File: src/rtl/aes256_dec_core.sv
// aes256_dec_core: iterative AES inverse cipher (FIPS-197) for 10/12/14 rounds.
// The ciphertext is written as four 32-bit words, and a control write starts the run.
// Round keys are requested by index on key_addr and must arrive combinationally on key_data.
// Byte k of every 128-bit quantity sits at bits [8k+7:8k]. Byte k is row k%4, column k/4.
module aes256_dec_core #(
  parameter int NR = 14
) (
  input  logic             clk,
  input  logic             resetn,
  input  logic             ctrl_dataIn,
  input  logic             addr,
  input  logic [31:0]      inpAES,
  input  logic [127:0]     key_data,
  output logic [3:0]       key_addr,
  output logic [15:0][7:0] outAES,
  output logic             ctrl_dataOut,
  output logic             busy
);

  typedef enum logic [2:0] {
    IDLE   = 3'd0,
    ARK0   = 3'd1,
    ISHIFT = 3'd2,
    ISUB   = 3'd3,
    ARK    = 3'd4,
    IMIX   = 3'd5,
    DONE   = 3'd6
  } fsm_t;

  // Inverse S-box, entry x at index x.
  localparam logic [0:255][7:0] INV_SBOX = {
    8'h52, 8'h09, 8'h6a, 8'hd5, 8'h30, 8'h36, 8'ha5, 8'h38, 8'hbf, 8'h40, 8'ha3, 8'h9e, 8'h81, 8'hf3, 8'hd7, 8'hfb,
    8'h7c, 8'he3, 8'h39, 8'h82, 8'h9b, 8'h2f, 8'hff, 8'h87, 8'h34, 8'h8e, 8'h43, 8'h44, 8'hc4, 8'hde, 8'he9, 8'hcb,
    8'h54, 8'h7b, 8'h94, 8'h32, 8'ha6, 8'hc2, 8'h23, 8'h3d, 8'hee, 8'h4c, 8'h95, 8'h0b, 8'h42, 8'hfa, 8'hc3, 8'h4e,
    8'h08, 8'h2e, 8'ha1, 8'h66, 8'h28, 8'hd9, 8'h24, 8'hb2, 8'h76, 8'h5b, 8'ha2, 8'h49, 8'h6d, 8'h8b, 8'hd1, 8'h25,
    8'h72, 8'hf8, 8'hf6, 8'h64, 8'h86, 8'h68, 8'h98, 8'h16, 8'hd4, 8'ha4, 8'h5c, 8'hcc, 8'h5d, 8'h65, 8'hb6, 8'h92,
    8'h6c, 8'h70, 8'h48, 8'h50, 8'hfd, 8'hed, 8'hb9, 8'hda, 8'h5e, 8'h15, 8'h46, 8'h57, 8'ha7, 8'h8d, 8'h9d, 8'h84,
    8'h90, 8'hd8, 8'hab, 8'h00, 8'h8c, 8'hbc, 8'hd3, 8'h0a, 8'hf7, 8'he4, 8'h58, 8'h05, 8'hb8, 8'hb3, 8'h45, 8'h06,
    8'hd0, 8'h2c, 8'h1e, 8'h8f, 8'hca, 8'h3f, 8'h0f, 8'h02, 8'hc1, 8'haf, 8'hbd, 8'h03, 8'h01, 8'h13, 8'h8a, 8'h6b,
    8'h3a, 8'h91, 8'h11, 8'h41, 8'h4f, 8'h67, 8'hdc, 8'hea, 8'h97, 8'hf2, 8'hcf, 8'hce, 8'hf0, 8'hb4, 8'he6, 8'h73,
    8'h96, 8'hac, 8'h74, 8'h22, 8'he7, 8'had, 8'h35, 8'h85, 8'he2, 8'hf9, 8'h37, 8'he8, 8'h1c, 8'h75, 8'hdf, 8'h6e,
    8'h47, 8'hf1, 8'h1a, 8'h71, 8'h1d, 8'h29, 8'hc5, 8'h89, 8'h6f, 8'hb7, 8'h62, 8'h0e, 8'haa, 8'h18, 8'hbe, 8'h1b,
    8'hfc, 8'h56, 8'h3e, 8'h4b, 8'hc6, 8'hd2, 8'h79, 8'h20, 8'h9a, 8'hdb, 8'hc0, 8'hfe, 8'h78, 8'hcd, 8'h5a, 8'hf4,
    8'h1f, 8'hdd, 8'ha8, 8'h33, 8'h88, 8'h07, 8'hc7, 8'h31, 8'hb1, 8'h12, 8'h10, 8'h59, 8'h27, 8'h80, 8'hec, 8'h5f,
    8'h60, 8'h51, 8'h7f, 8'ha9, 8'h19, 8'hb5, 8'h4a, 8'h0d, 8'h2d, 8'he5, 8'h7a, 8'h9f, 8'h93, 8'hc9, 8'h9c, 8'hef,
    8'ha0, 8'he0, 8'h3b, 8'h4d, 8'hae, 8'h2a, 8'hf5, 8'hb0, 8'hc8, 8'heb, 8'hbb, 8'h3c, 8'h83, 8'h53, 8'h99, 8'h61,
    8'h17, 8'h2b, 8'h04, 8'h7e, 8'hba, 8'h77, 8'hd6, 8'h26, 8'he1, 8'h69, 8'h14, 8'h63, 8'h55, 8'h21, 8'h0c, 8'h7d
  };

  // Multiply by x in GF(2^8) with reduction polynomial 0x11B.
  function automatic logic [7:0] xt(input logic [7:0] b);
    return {b[6:0], 1'b0} ^ (b[7] ? 8'h1b : 8'h00);
  endfunction

  // Multiply by a 4-bit constant (only 09, 0b, 0d, 0e are used).
  function automatic logic [7:0] gmul_k(input logic [7:0] x, input logic [3:0] k);
    logic [7:0] x2;
    logic [7:0] x4;
    logic [7:0] x8;
    x2 = xt(x);
    x4 = xt(x2);
    x8 = xt(x4);
    return (k[0] ? x : 8'h00) ^ (k[1] ? x2 : 8'h00) ^ (k[2] ? x4 : 8'h00) ^ (k[3] ? x8 : 8'h00);
  endfunction

  fsm_t             fsm_reg;
  logic [7:0]       ctrl_reg;
  logic [1:0]       w_reg;
  logic [3:0]       rnd_reg;
  logic [3:0]       sub_cnt_reg;
  logic [15:0][7:0] blk_reg;
  logic [15:0][7:0] out_reg;
  logic             done_reg;

  logic [15:0][7:0] ark_blk;
  logic [15:0][7:0] shift_blk;
  logic [15:0][7:0] mix_blk;
  logic [7:0]       sub_out;

  // Only bit 0 of the control register (start) has a function; the rest are reserved.
  logic unused_ctrl_bits;
  assign unused_ctrl_bits = |ctrl_reg[7:1];

  // AddRoundKey: key byte k lines up with state byte k.
  assign ark_blk = blk_reg ^ key_data;

  // One S-box lookup per cycle, walking the bytes in index order.
  assign sub_out = INV_SBOX[blk_reg[sub_cnt_reg]];

  // InvShiftRows: row r rotates right by r columns.
  for (genvar gi = 0; gi < 16; gi++) begin : g_shift
    localparam int ROW = gi % 4;
    localparam int COL = gi / 4;
    localparam int SRC = ROW + 4 * ((COL - ROW + 4) % 4);
    assign shift_blk[gi] = blk_reg[SRC];
  end

  // InvMixColumns: each output row is 0e,0b,0d,09 applied starting at its own row.
  for (genvar gi = 0; gi < 4; gi++) begin : g_mix_col
    for (genvar gj = 0; gj < 4; gj++) begin : g_mix_row
      assign mix_blk[4*gi+gj] = gmul_k(blk_reg[4*gi+gj],           4'he)
                              ^ gmul_k(blk_reg[4*gi+((gj+1)%4)],   4'hb)
                              ^ gmul_k(blk_reg[4*gi+((gj+2)%4)],   4'hd)
                              ^ gmul_k(blk_reg[4*gi+((gj+3)%4)],   4'h9);
    end
  end

  assign key_addr     = (fsm_reg == IDLE) ? 4'd0 : rnd_reg;
  assign busy         = (fsm_reg != IDLE);
  assign outAES       = out_reg;
  assign ctrl_dataOut = done_reg;

  // Host writes, round sequencing and the state datapath, all in one sequencer.
  always_ff @(posedge clk or negedge resetn) begin
    if (!resetn) begin
      fsm_reg     <= IDLE;
      ctrl_reg    <= 8'h00;
      w_reg       <= 2'd0;
      rnd_reg     <= 4'd0;
      sub_cnt_reg <= 4'd0;
      blk_reg     <= '0;
      out_reg     <= '0;
      done_reg    <= 1'b0;
    end else begin
      case (fsm_reg)
        IDLE: begin
          if (ctrl_dataIn) begin
            if (addr) begin
              blk_reg[{w_reg, 2'b00} +: 4] <= inpAES;
              w_reg                        <= w_reg + 2'd1;
            end else begin
              ctrl_reg <= inpAES[7:0];
              w_reg    <= 2'd0;
            end
          end
          if (ctrl_reg[0]) begin
            fsm_reg <= ARK0;
            rnd_reg <= 4'(NR);
          end
        end
        ARK0: begin
          blk_reg <= ark_blk;
          rnd_reg <= rnd_reg - 4'd1;
          fsm_reg <= ISHIFT;
        end
        ISHIFT: begin
          blk_reg     <= shift_blk;
          sub_cnt_reg <= 4'd0;
          fsm_reg     <= ISUB;
        end
        ISUB: begin
          blk_reg[sub_cnt_reg] <= sub_out;
          sub_cnt_reg          <= sub_cnt_reg + 4'd1;
          if (sub_cnt_reg == 4'd15) begin
            fsm_reg <= ARK;
          end
        end
        ARK: begin
          blk_reg <= ark_blk;
          if (rnd_reg == 4'd0) begin
            // Result and valid are registered together so they appear in DONE.
            out_reg  <= ark_blk;
            done_reg <= 1'b1;
            fsm_reg  <= DONE;
          end else begin
            fsm_reg <= IMIX;
          end
        end
        IMIX: begin
          blk_reg <= mix_blk;
          rnd_reg <= rnd_reg - 4'd1;
          fsm_reg <= ISHIFT;
        end
        DONE: begin
          // Dropping the start bit here forces a fresh start write for the next run.
          done_reg <= 1'b0;
          ctrl_reg <= 8'h00;
          w_reg    <= 2'd0;
          fsm_reg  <= IDLE;
        end
        default: begin
          fsm_reg <= IDLE;
        end
      endcase
    end
  end

endmodule

File: config.mk
export PLATFORM = sky130hd
export DESIGN_NAME = aes256_dec_core
export DESIGN_NICKNAME = d
export VERILOG_FILES = /design/src/rtl/aes256_dec_core.sv
export SDC_FILE = /design/constraint.sdc
export NUM_CORES = 2
export LEC_CHECK = 0
export ABC_CLOCK_PERIOD_IN_PS = 5900
export CAP_MARGIN = 25
export CORE_MARGIN = 2
export CORE_UTILIZATION = 35
export DETAILED_ROUTE_END_ITERATION = 10
export SETUP_SLACK_MARGIN = 0.02
export SLEW_MARGIN = 15
export SYNTH_ARGS = -nofsm -noshare
export SYNTH_HDL_FRONTEND = slang
export SYNTH_SLANG_ARGS = --single-unit
File: constraint.sdc
create_clock -name clk -period 5.9 [get_ports clk]
set_input_delay 1.77 -clock clk [delete_from_list [all_inputs] [get_ports clk]]
set_output_delay 1.77 -clock clk [all_outputs]
set_load 0.03 [all_outputs]
* Yosys cells after proc, flatten, opt, wreduce, memory -nomap -nowiden
Memory sizes are Yosys's and may differ from the RTL's. Cells that the tools add are included.
Word-level totals: flip-flop bits (word level) 271, logic and storage cells 374, memory bits (read-only) 2048, input bits 164, memories 1, output and inout port bits 134
Cells by class: eq/ne operators 13, bitwise gates (word level) 211, shift-type cells 9, reductions and logical operators 20, mux-type cells 75, add/sub/neg operators 4, $lt $le $gt $ge 3
Memories:
- (name not given) | words 256, width 8, rd ports 1, clocked after Yosys merged registers in 0, write ports 0, RTL line 88 | assign sub_out = INV_SBOX[blk_reg[sub_cnt_reg]];
Operators with widths (count):
- $xor A8 B8 Y8 | 170
- $pmux W128 S5 | 1
- $xor A8 B5 Y8 | 38
- $bwmux W128 | 2
- $mux W128 | 2
- $mux W5 | 48
- $shiftx A4 B6 Y16 | 8
- $xor A128 B128 Y128 | 1
- $bmux W8 S4 | 1
- $demux W8 S4 | 1
- $mux W8 | 4
- $pmux W4 S2 | 2
- $shift A4 B6 Y16 const A | 1
- $pmux W3 S5 | 1
- $ne A2 B2 Y1 const B | 6
- $reduce_and A2 Y1 | 5
- $eq A3 B3 Y1 const B | 3
- $ge A9 B9 Y1 const B | 1
- $not A8 Y9 | 1
- $mux W4 | 2
- $reduce_bool A2 Y1 | 4
- $eq A3 B2 Y1 const B | 2
- $mux W2 | 3
- $mux W3 | 2
- other kinds (21) | 26

* Depth between registers and ports, before layout
depth after elaboration 11, depth in mapped cells 20, depth with buffers taken out 13

* Worst setup path before layout
OpenSTA, ideal clock, no wires.
kind reg2reg, from register sub_cnt_reg[0], to register (tool-made name), cell stages (with the launch flop) 18, slack 2.016 ns, data required time 5.823 ns, period minus slack after synthesis 3.884 ns, library setup time 0.077 ns, path buffers 5, arrival 3.806 ns, cell sequence dfrtp_1 buf_4 buf_6 buf_6 mux4_2 nand2_1 and4_1 buf_2 ha_1 inv_1 nor3_1 nor3_1 o32a_1 and4_1 buf_1 or4_1 and3_1 a21oi_1
RTL lines:
- from (decl) | RTL line 70 | logic [3:0] sub_cnt_reg;
- from (signal assigned) | RTL line 153 | sub_cnt_reg <= sub_cnt_reg + 4'd1;

==> flow_summary.json <==
{
  "status": "complete, no violations",
  "fin_hold_ws_ns": 0.477,
  "numCtsBuffers": 39,
  "ys_warn_count": 0,
  "drc": 0,
  "netlist_area_mm2": 0.0291,
  "core_area_mm2": 0.0822,
  "finalHoldViolCount": 0,
  "tns_ns": 0,
  "cp_max_fo": 20,
  "drv_slew": 0,
  "clk_pin_slew_ns": 0.06,
  "grt.overflow.total": 0,
  "grt_max_degree": 106,
  "grt_first_pass_wirelength_mm": 226,
  "antenna_left": 0,
  "nets": 3987,
  "synth_top_cell_by_area": "dfrtp_1",
  "die_x_um": 292,
  "syn_inst": 3598,
  "drt_iter0_markers": 5350,
  "skew_ns": 0.0298,
  "clk_path_buf_depth": 3,
  "yosysSeqAreaShare": 0.233,
  "post_cts_buffers": 0,
  "setup_viol": 0,
  "antenna_found_initial": 15,
  "place.gp.congestion": 1.09,
  "design.portCount": 298,
  "io_buffer_count": 297,
  "start_util": 0.354,
  "first_pass_iters": 9,
  "multi_input_area_mm2": 0.0206,
  "slew_headroom": 0.238,
  "cp_num_buf_inv": 4,
  "viasPerCell": 6.41,
  "grt_pass1_vias": 30000,
  "cp_slowest_cell": "a2111oi_0",
  "cts_resized": 0,
  "min_path_type": "reg2reg",
  "yosys_most_used_dff": "dfrtp_1",
  "grtUsageTotal": 0.363,
  "wl_per_cell_um": 32.7,
  "dpl.hpwl_mm": 118,
  "cts_root_buf": "clkbuf_16",
  "yosysTopAreaCellShare": 0.233,
  "cts_hold_buffers": 0,
  "fill_cells": 8317,
  "cp_top_family": "compound AO/OA/AOI/OAI gates",
  "maxCapViolCount": 0,
  "post-route-period-util": 0.871,
  "ys_top_cells_by_area": "dfrtp_1 (23%), xnor2_1 (22%), o21ai_0 (6.2%), xor2_1 (6.0%), a21oi_1 (5.9%)",
  "area_growth_pct": 20.1,
  "wl_mm": 160,
  "crit_type": "reg2reg",
  "post-route-min-period_ns": 5.14,
  "cp-start-kind": "flop",
  "layout-drive-gt1-share": 0.110,
  "fmax_mhz": 195,
  "die-area_mm2": 0.0854,
  "clk_latency_ns": 0.60,
  "rsz0062_at_grt": "false",
  "required_ns": 6.39,
  "synth_most_common_cell": "xnor2_1",
  "syn-num-nets": 3791,
  "async_flop_share": 1.00,
  "critPathCaptureType": "flop",
  "cp_cell_sequence": "buf_4 -> and2b_1 -> a22oi_1 -> and3_1 -> buf_4 -> nor3_2 -> a2111oi_0 -> buf_4 -> a2111oi_0 -> a311o_2 -> o32ai_4 -> buf_12 -> nand2_1 -> a221oi_1",
  "syn_avg_cell_area_um2": 8.08,
  "dieHeight_um": 292,
  "crit_top_cell": "buf_4",
  "cts_sinks": 271,
  "rows": 105,
  "yosys-top-cells-count": "xnor2_1 (746), o21ai_0 (362), a21oi_1 (341), nand2_1 (308), dfrtp_1 (271)",
  "htree_levels": 2,
  "regArea_mm2": 0.00678,
  "cts_tree": "yes",
  "tightest_slew_ns": 1.14,
  "synth-edff-count": 0,
  "critical_path_arrival_ns": 5.63,
  "max_stage_delay_ns": 0.81,
  "synth-seq-cells": 271,
  "synth.distinct_cells": 109,
  "vias": 31400
}
worst paths after layout:
| check | end | startpoint | slack [ns] | cells past startpoint |
|---|---|---|---|---|
| max in group asynchronous | outAES[107]$_DFFE_PN0P_ | resetn | 3.59 | 2 |
| min reg2reg | outAES[39]$_DFFE_PN0P_ | outAES[39]$_DFFE_PN0P_ | 0.48 | 2 |
| min in group asynchronous | outAES[2]$_DFFE_PN0P_ | resetn | 1.19 | 1 |
| max reg2reg | flop | sub_cnt_reg[1]$_DFFE_PN0P_ | 0.76 | 14 |
| max | flop | sub_cnt_reg[1]$_DFFE_PN0P_ | 0.76 | 14 |
| min | outAES[39]$_DFFE_PN0P_ | outAES[39]$_DFFE_PN0P_ | 0.48 | 2 |
per-layer routing:
layer / global-route usage / share of wire / up-vias
li1: - / - / 13100
met1: 0.471 / 0.38 / 14900
met2: 0.511 / 0.40 / 2730
met3: 0.135 / 0.15 / 652
met4: 0.212 / 0.073 / 18
met5: 0.0136 / 0.0017 / -
metrics by stage:
stage                     utilization  cells  worst slack, ns  cell area, µm²
after global routing            0.425   4893            0.659           34900
after floorplan                     -   3598             2.02           29100
after global placement          0.408   4820            0.935           33600
final                           0.425   4900            0.761           34900
after detailed placement        0.408   4822             1.00           33600
after CTS                       0.424   4892            0.994           34900
layout by cell type (no fill, tap or decap), drive strengths merged, types with 22 or more instances in the layout:
| cell type | count |
|---|---|
| inv | 34 |
| mux2 | 28 |
| a31oi | 64 |
| clkbuf | 55 |
| buf | 219 |
| nand3 | 76 |
| o21ai | 389 |
| a211oi | 44 |
| nand2 | 310 |
| nor2 | 208 |
| o211ai | 34 |
| nor3 | 37 |
| a2111oi | 22 |
| dfrtp | 271 |
| clkdlybuf4s50 | 296 |
| xnor2 | 746 |
| a21oi | 350 |
| xor2 | 198 |
| ha | 29 |
| mux4 | 26 |
| a221oi | 63 |
cells by family (layout without fill, tap and decap cells):
| family | after synthesis | after routing | share of synthesized area |
|---|---|---|---|
| and+or+nand+nor | 725 | 725 | 0.111 |
| muxes | 74 | 74 | 0.0379 |
| AOI/OAI and AO/OA | 1156 | 1156 | 0.256 |
| other | 0 | 7 | 0 |
| buffers and inverters | 393 | 618 | 0.0615 |
| adders and majority gates | 31 | 31 | 0.0132 |
| DFF | 271 | 271 | 0.233 |
| xor gates and xnor gates | 948 | 948 | 0.287 |
worst register-to-register path, cell delays in order (launching register included):
cell	delay, ns
dfrtp_2	0.78
buf_4	0.34
and2b_1	0.24
a22oi_1	0.24
and3_1	0.54
buf_4	0.42
nor3_2	0.14
a2111oi_0	0.81
buf_4	0.23
a2111oi_0	0.06
a311o_2	0.36
o32ai_4	0.26
buf_12	0.24
nand2_1	0.11
a221oi_1	0.26
cell type report:
class / instances / area share
Tap cell: 1070 / 0.0383
Inverter: 33 / 0.00355
Clock inverter: 15 / 0.00634
Timing Repair Buffer: 515 / 0.137
Multi-Input combinational cell: 2934 / 0.589
Antenna cell: 7 / 0.000501
Clock buffer: 55 / 0.0311
Sequential cell: 271 / 0.194
Power is left out: the tool's default activity adds up to more than one toggle a clock period on the data nets, which glitch-free logic cannot reach.
